`config.mk`:
```
export PLATFORM = sky130hd
export DESIGN_NAME = paddle_ctrl
export DESIGN_NICKNAME = d
export VERILOG_FILES = /design/src/rtl/paddle_ctrl.sv
export SDC_FILE = /design/constraint.sdc
export NUM_CORES = 1
export LEC_CHECK = 0
export ABC_AREA = 0
export CAP_MARGIN = 10
export CORE_MARGIN = 4
export CORE_UTILIZATION = 53
export CTS_CLUSTER_SIZE = 28
export DETAILED_ROUTE_END_ITERATION = 16
export PLACE_DENSITY = 0.79
export SLEW_MARGIN = 5
export SYNTH_ARGS = -nofsm -noshare
export SYNTH_HDL_FRONTEND = slang
export SYNTH_SLANG_ARGS = --single-unit
```
`constraint.sdc`:
```
create_clock -name sixtyhz_clk -period 3.97 [get_ports sixtyhz_clk]
set_input_delay 0.5955 -clock sixtyhz_clk [delete_from_list [all_inputs] [get_ports sixtyhz_clk]]
set_output_delay 0.5955 -clock sixtyhz_clk [all_outputs]
set_load 0.01 [all_outputs]
```
`src/rtl/paddle_ctrl.sv`:
```
// paddle_ctrl: per-player paddle controller, updated once per 60 Hz frame.
//   Buttons pass through 2-flop synchronisers; movement accelerates after a
//   held run of frames and clamps to the playfield. A one-shot FSM produces
//   the hit strobe followed by a cooldown window.
// Optional feature macro: PADDLE_AI_TRACK_EN (ai_mode selects ball tracking).
// Ports:
//   sixtyhz_clk   frame clock
//   resetn        synchronous active-low reset
//   enable        1 = game in play, 0 = paddle frozen and hit FSM idle
//   up_btn        move up (toward smaller y), asynchronous
//   down_btn      move down, asynchronous
//   hit_btn       hit request, asynchronous
//   ai_mode       auto-tracking select (only with PADDLE_AI_TRACK_EN)
//   ball_y        current ball row (only with PADDLE_AI_TRACK_EN)
//   x_out         paddle column, constant PADDLE_X
//   y_out         paddle top row
//   force_applied high while a hit is active
//   hit_ready     high when a new hit will be accepted
module paddle_ctrl #(
  parameter int unsigned PADDLE_X        = 4,
  parameter int unsigned PADDLE_H        = 20,
  parameter int unsigned Y_MIN           = 32,
  parameter int unsigned Y_MAX           = 119,
  parameter int unsigned ACCEL_FRAMES    = 8,
  parameter int unsigned HIT_FRAMES      = 6,
  parameter int unsigned COOLDOWN_FRAMES = 30
) (
  input  logic       sixtyhz_clk,
  input  logic       resetn,
  input  logic       enable,
  input  logic       up_btn,
  input  logic       down_btn,
  input  logic       hit_btn,
  input  logic       ai_mode,
  input  logic [6:0] ball_y,
  output logic [7:0] x_out,
  output logic [6:0] y_out,
  output logic       force_applied,
  output logic       hit_ready
);

  localparam int unsigned Y_TOP = Y_MAX + 1 - PADDLE_H;
  localparam int unsigned Y_RST = (Y_MIN + Y_TOP) / 2;
  localparam int unsigned T_MAX = (HIT_FRAMES > COOLDOWN_FRAMES) ? HIT_FRAMES : COOLDOWN_FRAMES;
  localparam int unsigned TW    = $clog2(T_MAX + 1);
  localparam int unsigned CW    = 4;

  typedef enum logic [1:0] {IDLE, HIT, COOLDOWN} hit_state_t;

  logic [1:0]    up_sync, down_sync, hit_sync;
  logic          up_s, down_s, hit_s, hit_d, hit_rise;
  logic          move_up, move_dn;
  logic [CW-1:0] cnt, cnt_eff, cnt_nxt;
  logic          last_dn, last_dn_nxt;
  logic [7:0]    y8, step, y_cand;
  logic [6:0]    y_nxt;
  hit_state_t    state, state_nxt;
  logic [TW-1:0] timer, timer_nxt;
  logic          force_nxt, ready_nxt;

  assign x_out    = 8'(PADDLE_X);
  assign up_s     = up_sync[1];
  assign down_s   = down_sync[1];
  assign hit_s    = hit_sync[1];
  assign hit_rise = hit_s & ~hit_d;
  assign move_up  = up_s & ~down_s;
  assign move_dn  = down_s & ~up_s;

`ifdef PADDLE_AI_TRACK_EN
  logic [7:0] ai_raw, ai_target;

  // Tracking target: ball centred on the paddle, clamped to the legal range.
  always_comb begin
    ai_raw = {1'b0, ball_y} - 8'(PADDLE_H / 2);
    if (ball_y < 7'(PADDLE_H / 2) || ai_raw < 8'(Y_MIN)) begin
      ai_target = 8'(Y_MIN);
    end else if (ai_raw > 8'(Y_TOP)) begin
      ai_target = 8'(Y_TOP);
    end else begin
      ai_target = ai_raw;
    end
  end
`else
  logic unused_ai;
  assign unused_ai = ^{ai_mode, ball_y};
`endif

  // Button synchronisers; hit_d runs even while disabled so stale edges die.
  always_ff @(posedge sixtyhz_clk) begin
    if (!resetn) begin
      up_sync   <= '0;
      down_sync <= '0;
      hit_sync  <= '0;
      hit_d     <= 1'b0;
    end else begin
      up_sync   <= {up_sync[0], up_btn};
      down_sync <= {down_sync[0], down_btn};
      hit_sync  <= {hit_sync[0], hit_btn};
      hit_d     <= hit_s;
    end
  end

  // Movement: hold-to-accelerate with clamping; a reversal restarts the count.
  always_comb begin
    y_nxt       = y_out;
    cnt_nxt     = '0;
    last_dn_nxt = last_dn;
    y8          = {1'b0, y_out};
    cnt_eff     = cnt;
    step        = 8'd1;
    y_cand      = y8;
    if (enable) begin
      if (move_up || move_dn) begin
        if (cnt != '0 && last_dn != move_dn) cnt_eff = '0;
        step        = (32'(cnt_eff) < ACCEL_FRAMES) ? 8'd1 : 8'd2;
        cnt_nxt     = (cnt_eff == 4'd15) ? 4'd15 : cnt_eff + 4'd1;
        last_dn_nxt = move_dn;
        if (move_up) begin
          y_cand = y8 - step;
          if (y_cand < 8'(Y_MIN)) y_cand = 8'(Y_MIN);
        end else begin
          y_cand = y8 + step;
          if (y_cand > 8'(Y_TOP)) y_cand = 8'(Y_TOP);
        end
        y_nxt = y_cand[6:0];
      end
`ifdef PADDLE_AI_TRACK_EN
      if (ai_mode) begin
        cnt_nxt     = '0;
        last_dn_nxt = last_dn;
        if (y8 < ai_target) begin
          y_nxt = 7'(y8 + 8'd1);
        end else if (y8 > ai_target) begin
          y_nxt = 7'(y8 - 8'd1);
        end else begin
          y_nxt = y_out;
        end
      end
`endif
    end
  end

  // Hit one-shot: IDLE -> HIT (HIT_FRAMES) -> COOLDOWN (COOLDOWN_FRAMES) -> IDLE.
  always_comb begin
    state_nxt = state;
    timer_nxt = timer;
    force_nxt = force_applied;
    ready_nxt = hit_ready;
    if (!enable) begin
      state_nxt = IDLE;
      timer_nxt = '0;
      force_nxt = 1'b0;
      ready_nxt = 1'b1;
    end else begin
      case (state)
        IDLE: begin
          force_nxt = 1'b0;
          ready_nxt = 1'b1;
          if (hit_rise) begin
            state_nxt = HIT;
            timer_nxt = TW'(HIT_FRAMES - 1);
            force_nxt = 1'b1;
            ready_nxt = 1'b0;
          end
        end
        HIT: begin
          force_nxt = 1'b1;
          ready_nxt = 1'b0;
          if (timer == '0) begin
            state_nxt = COOLDOWN;
            timer_nxt = TW'(COOLDOWN_FRAMES - 1);
            force_nxt = 1'b0;
          end else begin
            timer_nxt = timer - TW'(1);
          end
        end
        COOLDOWN: begin
          force_nxt = 1'b0;
          ready_nxt = 1'b0;
          if (timer == '0) begin
            state_nxt = IDLE;
            ready_nxt = 1'b1;
          end else begin
            timer_nxt = timer - TW'(1);
          end
        end
        default: begin
          state_nxt = IDLE;
          timer_nxt = '0;
          force_nxt = 1'b0;
          ready_nxt = 1'b1;
        end
      endcase
    end
  end

  // State and output registers.
  always_ff @(posedge sixtyhz_clk) begin
    if (!resetn) begin
      state         <= IDLE;
      timer         <= '0;
      force_applied <= 1'b0;
      hit_ready     <= 1'b1;
      y_out         <= 7'(Y_RST);
      cnt           <= '0;
      last_dn       <= 1'b0;
    end else begin
      state         <= state_nxt;
      timer         <= timer_nxt;
      force_applied <= force_nxt;
      hit_ready     <= ready_nxt;
      y_out         <= y_nxt;
      cnt           <= cnt_nxt;
      last_dn       <= last_dn_nxt;
    end
  end

endmodule

```
==> summary.md, run 1 <==
| Metric | Value |
|---|---|
| Post-Synthesis Cells | 241 |
| VDD IR max | 0.213 mV |
| Final setup vio count | 0 |
| Core area | 3420 sq um |
| Async S/R FF share, synth | 0% |
| Post-Syn Area | 1900 sq um |
| Clock Latency Late Sink | 0.33 ns |
| Leakage power total | 0.765 nW |
| Post-route ant nets | 0 |
| Final Slew Violations | 0 |
| Synthesis-stage register bit count | 28 |
| End of the worst register-to-register path | y_out[0]$_SDFFE_PN0P_ |
| Port Buffers | 14 |
| Number of antenna diodes | 0 |
| First drt pass iteration count | 5 |
| Final hold violations | 0 |
| Top cell type's share of synthesized area | 29.4% |
| Post-layout nets | 267 |
| Overall routing resource usage | 18.1% |
| I/O pins | 31 |
| Final worst path period need | 3.36 ns |
| Global route overflow | 0 |
| RSZ-0062 raised after global routing | no |
| FF-to-FF path depth | 11 |
| Dpl cell area | 2000 sq um |
| # hold bufs at CTS | 0 |
| Max_slew headroom | 53.5% |
| Largest net degree at the start of global routing | 23 |
| Synthesized area per cell | 7.90 sq um |
| Die W | 67.9 um |
| Clk buf depth | 2 |
| Req. time, crit path | 4.19 ns |
| Yosys top cell by area | dfxtp_1 |
| Fin crit share | 84.7% |
| H-Tree Depth | 1 |
| Pwr Density | 269 nW/um^2 |
| Cell Count, Final, Fillers Out | 287 |
| Post-synth EDFFs | 0 |
| Clock Skew | 0.00398 ns |
| Starting DRT DRC Count | 133 |
| Final GP Congestion | 0.869 |
| Hold WC Path Type | register to register |
| CP Capture Type | register |
| CTS root buffer | clkbuf_4 |
| Fin worst setup slack | 0.607 ns |
| Largest fanout on the critical path | 9 |
| Max-cap violations | 0 |
| Number of global-route vias before repair | 1420 |
| Filler instances | 328 |
| Starting density of the core | 55.8% |
| Post-Route WL | 3890 um |
| Worst-margin pin slew | 0.695 ns |
| Worst Setup EP | y_out[0]$_SDFFE_PN0P_ |
| HPWL Detailed | 2760 um |
| Worst slack, placed | 0.655 ns |
| Vias | 1686 |
| CP Data Arrival Time | 3.58 ns |
| CTS tree | done |
| Commonest cells post-synth | dfxtp_1 (28), inv_1 (16), nand2_1 (16) |
| Ys flop type | dfxtp_1 |
| Warning count from the yosys run | 0 |
| Post-route cell area | 2050 sq um |
| Reg-to-Reg Start | up_sync[1]$_SDFF_PN0_ |
| Aggregate negative setup slack | 0 ns |
| Worst-path clk slew | 0.15 ns |
| TritonCTS Buffers | 3 |
| Area grow syn2layout | 7.88% |
| Synth cell types | 52 |
| Area contributors post-synth | dfxtp_1 (29%), ha_1 (5.9%), a21oi_1 (3.7%) |
| Die height | 67.9 um |
| Share of cells above drive strength 1 | 4.15% |
| Worst setup path startpoint | up_sync[1]$_SDFF_PN0_ |
| Row cnt | 21 |
| Count leader, synth | dfxtp_1 |
| CP Launch Type | register |
| Post-CTS Setup Inserts | 0 |
| Initial antenna violation count | 0 |
| Fmax | 297 MHz |
| R2R Setup Slk | 0.61 ns |
| Hold_sp | up_sync[0]$_SDFF_PN0_ |
| TritonCTS Sinks | 28 |
| First-pass GRT wire length | 6560 um |
| Drt wl/cell | 13.6 um |
| Die area | 4620 sq um |
| Residual DRC count | 0 |
| Gates resized, CTS repair | 0 |
| Crit path kind | register to register |
| Seq/Total Area, Yosys | 29.4% |
| Vias per Instance | 5.87 |
| DP Cell Count | 283 |
| Outcome | finished clean |
## cell families (layout without fill, tap and decap cells)
logic type | Yosys count | after routing | synth area share [%]
buffers and inverters | 41 | 35 | 9.99
multiplexers | 1 | 1 | 0.591
flip-flops | 28 | 28 | 29.4
XOR/XNOR | 5 | 5 | 2.30
AND/OR/NAND/NOR | 87 | 87 | 25.4
AO/OA/AOI/OAI | 66 | 66 | 23.9
adder cells (fa/ha/maj) | 11 | 11 | 8.02
other | 2 | 8 | 0.394
## flip-flops by register name, summed over array words and instances (netlist names)
name	count
hit_sync	2
hit_d	1
force_applied	1
down_sync	2
state	2
y_out	7
up_sync	2
last_dn	1
timer	5
hit_ready	1
cnt	4
## routing by layer
metal / GRT usage [%] / wire (um) / share of wire, % / vias to the layer above
li1: - / - / - / 849
met1: 26.7 / 1910 / 49 / 790
met2: 27.9 / 1770 / 45 / 43
met3: 3.12 / 197 / 5.1 / 4
met4: 3.23 / 18 / 0.46 / 0
met5: 0 / 0 / 0 / -
## power by group
part | leakage, nW | internal, mW | total, mW | switching (mW)
Combinational | 0.510 | 0.0298 | 0.0708 | 0.0410
Clock | 0.0279 | 0.102 | 0.186 | 0.0835
Sequential | 0.228 | 0.288 | 0.296 | 0.00833
## final cells by class
class,count,area (sq um),share of cell area (%)
clock buffer,3,22.5,1.10
clock inverter,1,30.0,1.46
inverter,16,60.1,2.92
multi-input combinational,178,1180,57.2
sequential,28,561,27.3
tap,46,57.6,2.80
timing repair buffer,15,148,7.19
## per-stage QoR
step	utilization (%)	power, mW	hold WS (ns)
global route	60.1	0.580	0.474
global placement	58.6	0.371	0.414
floorplan	-	0.357	0.412
finish	60.1	0.553	0.452
CTS	60.1	0.557	0.458
detailed placement	58.6	0.373	0.421
## cells in the final DEF (no fill, tap or decap), drive strengths merged, types with 4 or more instances in the layout
cell type       n
a21oi          14
dfxtp          28
ha              9
nor3           13
inv            16
o21ai          15
clkdlybuf4s50  14
nand2          16
nor2b           7
nand2b          5
conb            8
nor2           11
nand3           7
o211ai          6
a211oi          4
o21a            4
and2            9
## worst min-delay path by stage
stage | end | cells after the start
3_3_place_gp | hit_sync[1]$_SDFF_PN0_ | 1
5_1_grt | hit_sync[1]$_SDFF_PN0_ | 1
4_1_cts | down_sync[1]$_SDFF_PN0_ | 1
2_1_floorplan | down_sync[1]$_SDFF_PN0_ | 1
3_5_place_dp | up_sync[1]$_SDFF_PN0_ | 1
6_report | up_sync[1]$_SDFF_PN0_ | 1
## critical path, cell delays in order (launching register included)
cell and delay [ns]:
dfxtp_1 0.37, inv_1 0.05, ha_1 0.22, xnor2_1 0.33, nand2_1 0.30, ha_1 0.29, inv_1 0.07, fa_1 0.38
o41ai_1 0.16, a2111o_1 0.45, a311oi_2 0.50, o21ai_1 0.14
No activity file was read; power rests on OpenSTA's default activity.
==> inputs of run 2 (changes only) <==
==> constraint.sdc (replaced) <==
create_clock -name sixtyhz_clk -period 3.1 [get_ports sixtyhz_clk]
set_input_delay 0.465 -clock sixtyhz_clk [delete_from_list [all_inputs] [get_ports sixtyhz_clk]]
set_output_delay 0.465 -clock sixtyhz_clk [all_outputs]
set_load 0.01 [all_outputs]
==> run 2 against run 1 <==
Clock skew hardly changed. Non-clock buffer count increased by 7. Die area stayed put. First-iteration DRC count is 1.5% higher. Sequential share of layout area shrank 0.87 points. Worst hold slack improved by 0.0021 ns. Cell count grew 2.4%. Register-to-register slack worse by 0.39 ns. Total power increased by 28%. Combinational power up 37%. Via count grew 0.18%.
==> summary.md, run 2 (synthesis gave the netlist of run 1 again) <==
| Metric | Value |
|---|---|
| Worst-path clk slew | 0.14 ns |
| Clk buf depth | 2 |
| CP Launch Type | register |
| CP Data Arrival Time | 3.10 ns |
| Core area | 3420 sq um |
| Starting density of the core | 55.8% |
| HPWL Detailed | 2790 um |
| Die W | 67.9 um |
| Fin crit share | 93.0% |
| Filler instances | 316 |
| Pwr Density | 334 nW/um^2 |
| # hold bufs at CTS | 0 |
| Global route overflow | 0 |
| Post-layout nets | 274 |
| Clock Skew | 0.00356 ns |
| Delay-heaviest family, CP | compound AO/OA/AOI/OAI gates |
| Most frequent cells in the layout | dfxtp_1 (28), inv_1 (16), nand2_1 (15) |
| FF+latch area | 561 sq um |
| Share of cells above drive strength 1 | 8.47% |
| Drt wl/cell | 13.1 um |
| Vias per Instance | 5.74 |
| Worst slack, placed | 0.182 ns |
| Max stage delay on crit path | 0.43 ns |
| Gates resized, CTS repair | 0 |
| I/O pins | 31 |
| CTS tree | done |
| Regs by FF count | y_out (7), timer (5), cnt (4) |
| Number of flip-flops in the largest register | 7 |
| Outcome | finished clean |
| Aggregate negative setup slack | 0 ns |
| Number of antenna diodes | 0 |
| Fin worst setup slack | 0.217 ns |
| Hold WC Path Type | register to register |
| TritonCTS Buffers | 3 |
| Worst-margin pin slew | 0.507 ns |
| Crit path kind | register to register |
| Clock Latency Late Sink | 0.32 ns |
| Fmax | 347 MHz |
| Max-cap violations | 0 |
| Post-route ant nets | 0 |
| Overall routing resource usage | 18.1% |
| Area grow syn2layout | 11.4% |
| CP Cell Sequence | inv_1 -> ha_1 -> xnor2_1 -> nand2_2 -> buf_4 -> ha_1 -> nor2b_2 -> o211ai_1 -> o41ai_2 -> a2111o_1 -> a311oi_2 -> buf_4 -> o31ai_1 |
| Initial antenna violation count | 0 |
| H-Tree Depth | 1 |
| Post-Route WL | 3840 um |
| Final worst path period need | 2.88 ns |
| Vias | 1689 |
| CP Capture Type | register |
| Final setup vio count | 0 |
| VDD IR max | 0.325 mV |
| Residual DRC count | 0 |
| Worst path slowest cell | a2111o_1 |
| Post-CTS Setup Inserts | 0 |
| Max_slew headroom | 66.1% |
| Row cnt | 21 |
| Final hold violations | 0 |
| Die area | 4620 sq um |
| CTS root buffer | clkbuf_4 |
| Largest fanout on the critical path | 5 |
| Final Slew Violations | 0 |
| Final GP Congestion | 0.835 |
| Port Buffers | 14 |
| Biggest register | y_out |
| Leakage power total | 0.805 nW |
| First-pass GRT wire length | 6580 um |
| Die height | 67.9 um |
| Multi-input gate area | 1190 sq um |
| First drt pass iteration count | 4 |
| Buf+Inv Stages, Crit Path | 3 |
| Number of global-route vias before repair | 1470 |
| Largest net degree at the start of global routing | 23 |
| Req. time, crit path | 3.32 ns |
| TritonCTS Sinks | 28 |
| Starting DRT DRC Count | 135 |
| Commonest non-fill, non-tap cell in the layout | dfxtp_1 |
## run 2: changes by cell type in the layout (fill, tap and decap cells not counted), sizes merged
| cell | change |
|---|---|
| buf | +7 |
## run 2: where the power goes
| part | internal, mW | switching (mW) |
|---|---|---|
| clock network | 0.131 | 0.103 |
| logic | 0.0429 | 0.0539 |
| registers | 0.369 | 0.00980 |
## run 2: final timing paths
path	slack (ns)	cells after the start	to	from
worst min register to register	0.45	1	down_sync[1]$_SDFF_PN0_	down_sync[0]$_SDFF_PN0_
worst max register to register	0.22	13	y_out[4]$_SDFFE_PN0P_	up_sync[1]$_SDFF_PN0_
worst max-delay path	0.22	13	y_out[4]$_SDFFE_PN0P_	up_sync[1]$_SDFF_PN0_
worst min-delay path	0.45	1	down_sync[1]$_SDFF_PN0_	down_sync[0]$_SDFF_PN0_
## run 2: per-stage QoR
stage,total power [mW],std cells,utilization (%),hold slack (ns),area (sq um)
after floorplan,0.458,247,-,0.412,1930
after global placement,0.480,290,60.1,0.417,2050
after detailed placement,0.481,290,60.1,0.428,2050
after CTS,0.715,294,61.7,0.463,2110
after global routing,0.750,294,62.1,0.485,2120
final,0.709,294,62.1,0.454,2120
## run 2: area by class of cell
class                      count  share of cell area [%]
clock inverter                 1                    1.42
tap                           46                    2.71
multi-input combinational    178                    56.1
clock buffer                   3                    1.06
sequential                    28                    26.4
timing repair buffer          22                    9.43
inverter                      16                    2.83
## run 2: layer usage
metal  up-vias  wire [um]  share of wire (%)  global-route usage [%]
met4         0         35               0.91                    4.96
li1        860          -                  -                       -
met5         -          0                  0                       0
met3         5        208                5.4                    4.11
met2        43       1750                 46                    30.1
met1       781       1850                 48                    23.5
==> inputs of run 3 (changes only) <==
--- a/config.mk
+++ b/config.mk
@@ -5,12 +5,12 @@
 export SDC_FILE = /design/constraint.sdc
 export NUM_CORES = 1
 export LEC_CHECK = 0
-export ABC_AREA = 0
 export CAP_MARGIN = 10
 export CORE_MARGIN = 4
 export CORE_UTILIZATION = 53
 export CTS_CLUSTER_SIZE = 28
 export DETAILED_ROUTE_END_ITERATION = 16
+export GPL_TIMING_DRIVEN = 0
 export PLACE_DENSITY = 0.79
 export SLEW_MARGIN = 5
 export SYNTH_ARGS = -nofsm -noshare
==> run 3 against run 2 <==
Register-to-register slack lost 0.09 ns. Maximum frequency shrank 2.9%. Design area grew 5.0%. First-iteration DRC count shrank 3.7%. Total power grew 1.9%. Worst hold slack gained 0.0014 ns. Clock skew grew 0.0034 ns. Sequential share of layout area shrank 1.2 points. Largest power group unchanged.
==> summary.md, run 3 (synthesis gave the netlist of run 1 again) <==
| Metric | Value |
|---|---|
| TritonCTS Buffers | 3 |
| Vias per Instance | 5.67 |
| First-pass GRT wire length | 7160 um |
| Die W | 67.9 um |
| HPWL Detailed | 3120 um |
| Most frequent cells in the layout | dfxtp_1 (27), inv_1 (16), nand2_1 (15) |
| Hold WC Path Type | register to register |
| CTS root buffer | clkbuf_4 |
| Largest fanout on the critical path | 7 |
| Clk buf depth | 2 |
| Cell Count, Final, Fillers Out | 312 |
| Die area | 4620 sq um |
| Regs by FF count | y_out (7), timer (5), cnt (4) |
| Number of antenna diodes | 0 |
| CP Launch Type | register |
| Starting DRT DRC Count | 130 |
| Max_slew headroom | 66.6% |
| Initial antenna violation count | 0 |
| Final hold violations | 0 |
| Global route overflow | 0 |
| Final GP Congestion | 0.947 |
| Row cnt | 21 |
| Drt wl/cell | 13.5 um |
| TritonCTS Sinks | 28 |
| Overall routing resource usage | 19.9% |
| Final worst path period need | 2.97 ns |
| Area grow syn2layout | 17.0% |
| Outcome | finished clean |
| First drt pass iteration count | 4 |
| Post-Route WL | 4220 um |
| Worst hold slack | 0.455 ns |
| Leakage power total | 0.858 nW |
| Post-route ant nets | 0 |
| DP Cell Count | 307 |
| Largest net degree at the start of global routing | 17 |
| Crit path kind | register to register |
| Vias | 1768 |
| CP Capture Type | register |
| Fmax | 337 MHz |
| CTS tree | done |
| Worst-path clk slew | 0.15 ns |
| Post-route cell area | 2230 sq um |
| Dpl cell area | 2120 sq um |
| Worst-margin pin slew | 0.501 ns |
| Worst slack, placed | -0.360 ns |
| Die height | 67.9 um |
| Residual DRC count | 0 |
| Clock Latency Late Sink | 0.33 ns |
| Fin crit share | 95.7% |
| Number of flip-flops in the largest register | 7 |
| Post-layout nets | 292 |
| Final setup vio count | 0 |
| Starting density of the core | 55.8% |
| Commonest non-fill, non-tap cell in the layout | dfxtp_1 |
| H-Tree Depth | 1 |
| Number of global-route vias before repair | 1590 |
| Port Buffers | 14 |
| # hold bufs at CTS | 0 |
| Share of cells above drive strength 1 | 10.5% |
| VDD IR max | 0.246 mV |
| Max-cap violations | 0 |
| Biggest register | y_out |
| Aggregate negative setup slack | 0 ns |
| Clock Skew | 0.00692 ns |
| Core area | 3420 sq um |
| Final core utilization | 65.2% |
| Fin worst setup slack | 0.132 ns |
| Final Slew Violations | 0 |
| CP Data Arrival Time | 3.18 ns |
| Pwr Density | 324 nW/um^2 |
| I/O pins | 31 |
| Tot Pwr | 0.723 mW |
| Req. time, crit path | 3.31 ns |
## run 3: layout make-up
class,count,area (sq um)
multi-input cells,178,1220
fillers,303,1190
flip-flops and latches,28,562
repair buffers,16,153
plain buffers,24,126
inverters,16,60.1
well taps,46,57.6
clock inverters,1,30.0
clock buffers,3,22.5
## run 3: worst max-delay path, stage by stage (launching register included)
cell and delay, ns:
dfxtp_2 0.36, inv_1 0.04, ha_1 0.26, xnor2_4 0.18
nand2_4 0.14, ha_1 0.17, inv_1 0.07, fa_2 0.44
nor2_1 0.12, a21oi_1 0.07, a2111o_1 0.42, a311oi_4 0.43
o41ai_1 0.14
## run 3: routing by layer
layer | share of wire (%) | wire [um] | vias up | global-route usage [%]
li1 | - | - | 896 | -
met1 | 47 | 2000 | 814 | 27.5
met2 | 45 | 1900 | 50 | 31.4
met3 | 6.0 | 252 | 8 | 2.46
met4 | 1.7 | 70 | 0 | 7.44
met5 | 0 | 0 | - | 0
## run 3: power breakdown
group,switching (mW),internal (mW)
registers,0.00631,0.369
logic,0.0619,0.0498
clock network,0.105,0.131
## run 3: repair_timing
item | 4_1_cts | 5_1_grt
gates resized for setup | 4 | 3
pin swaps | 0 | 2
endpoints found under the setup margin | 5 | 5
buffers inserted | 0 | 2
endpoints found under the hold margin | 0 | 0
## run 3: path summary, 6_finish.rpt
path,start,slack [ns],cells after the start,end
min,down_sync[0]$_SDFF_PN0_,0.46,1,down_sync[1]$_SDFF_PN0_
max,up_sync[1]$_SDFF_PN0_,0.13,12,y_out[3]$_SDFFE_PN0P_
max reg2reg,up_sync[1]$_SDFF_PN0_,0.13,12,y_out[3]$_SDFFE_PN0P_
min reg2reg,down_sync[0]$_SDFF_PN0_,0.46,1,down_sync[1]$_SDFF_PN0_
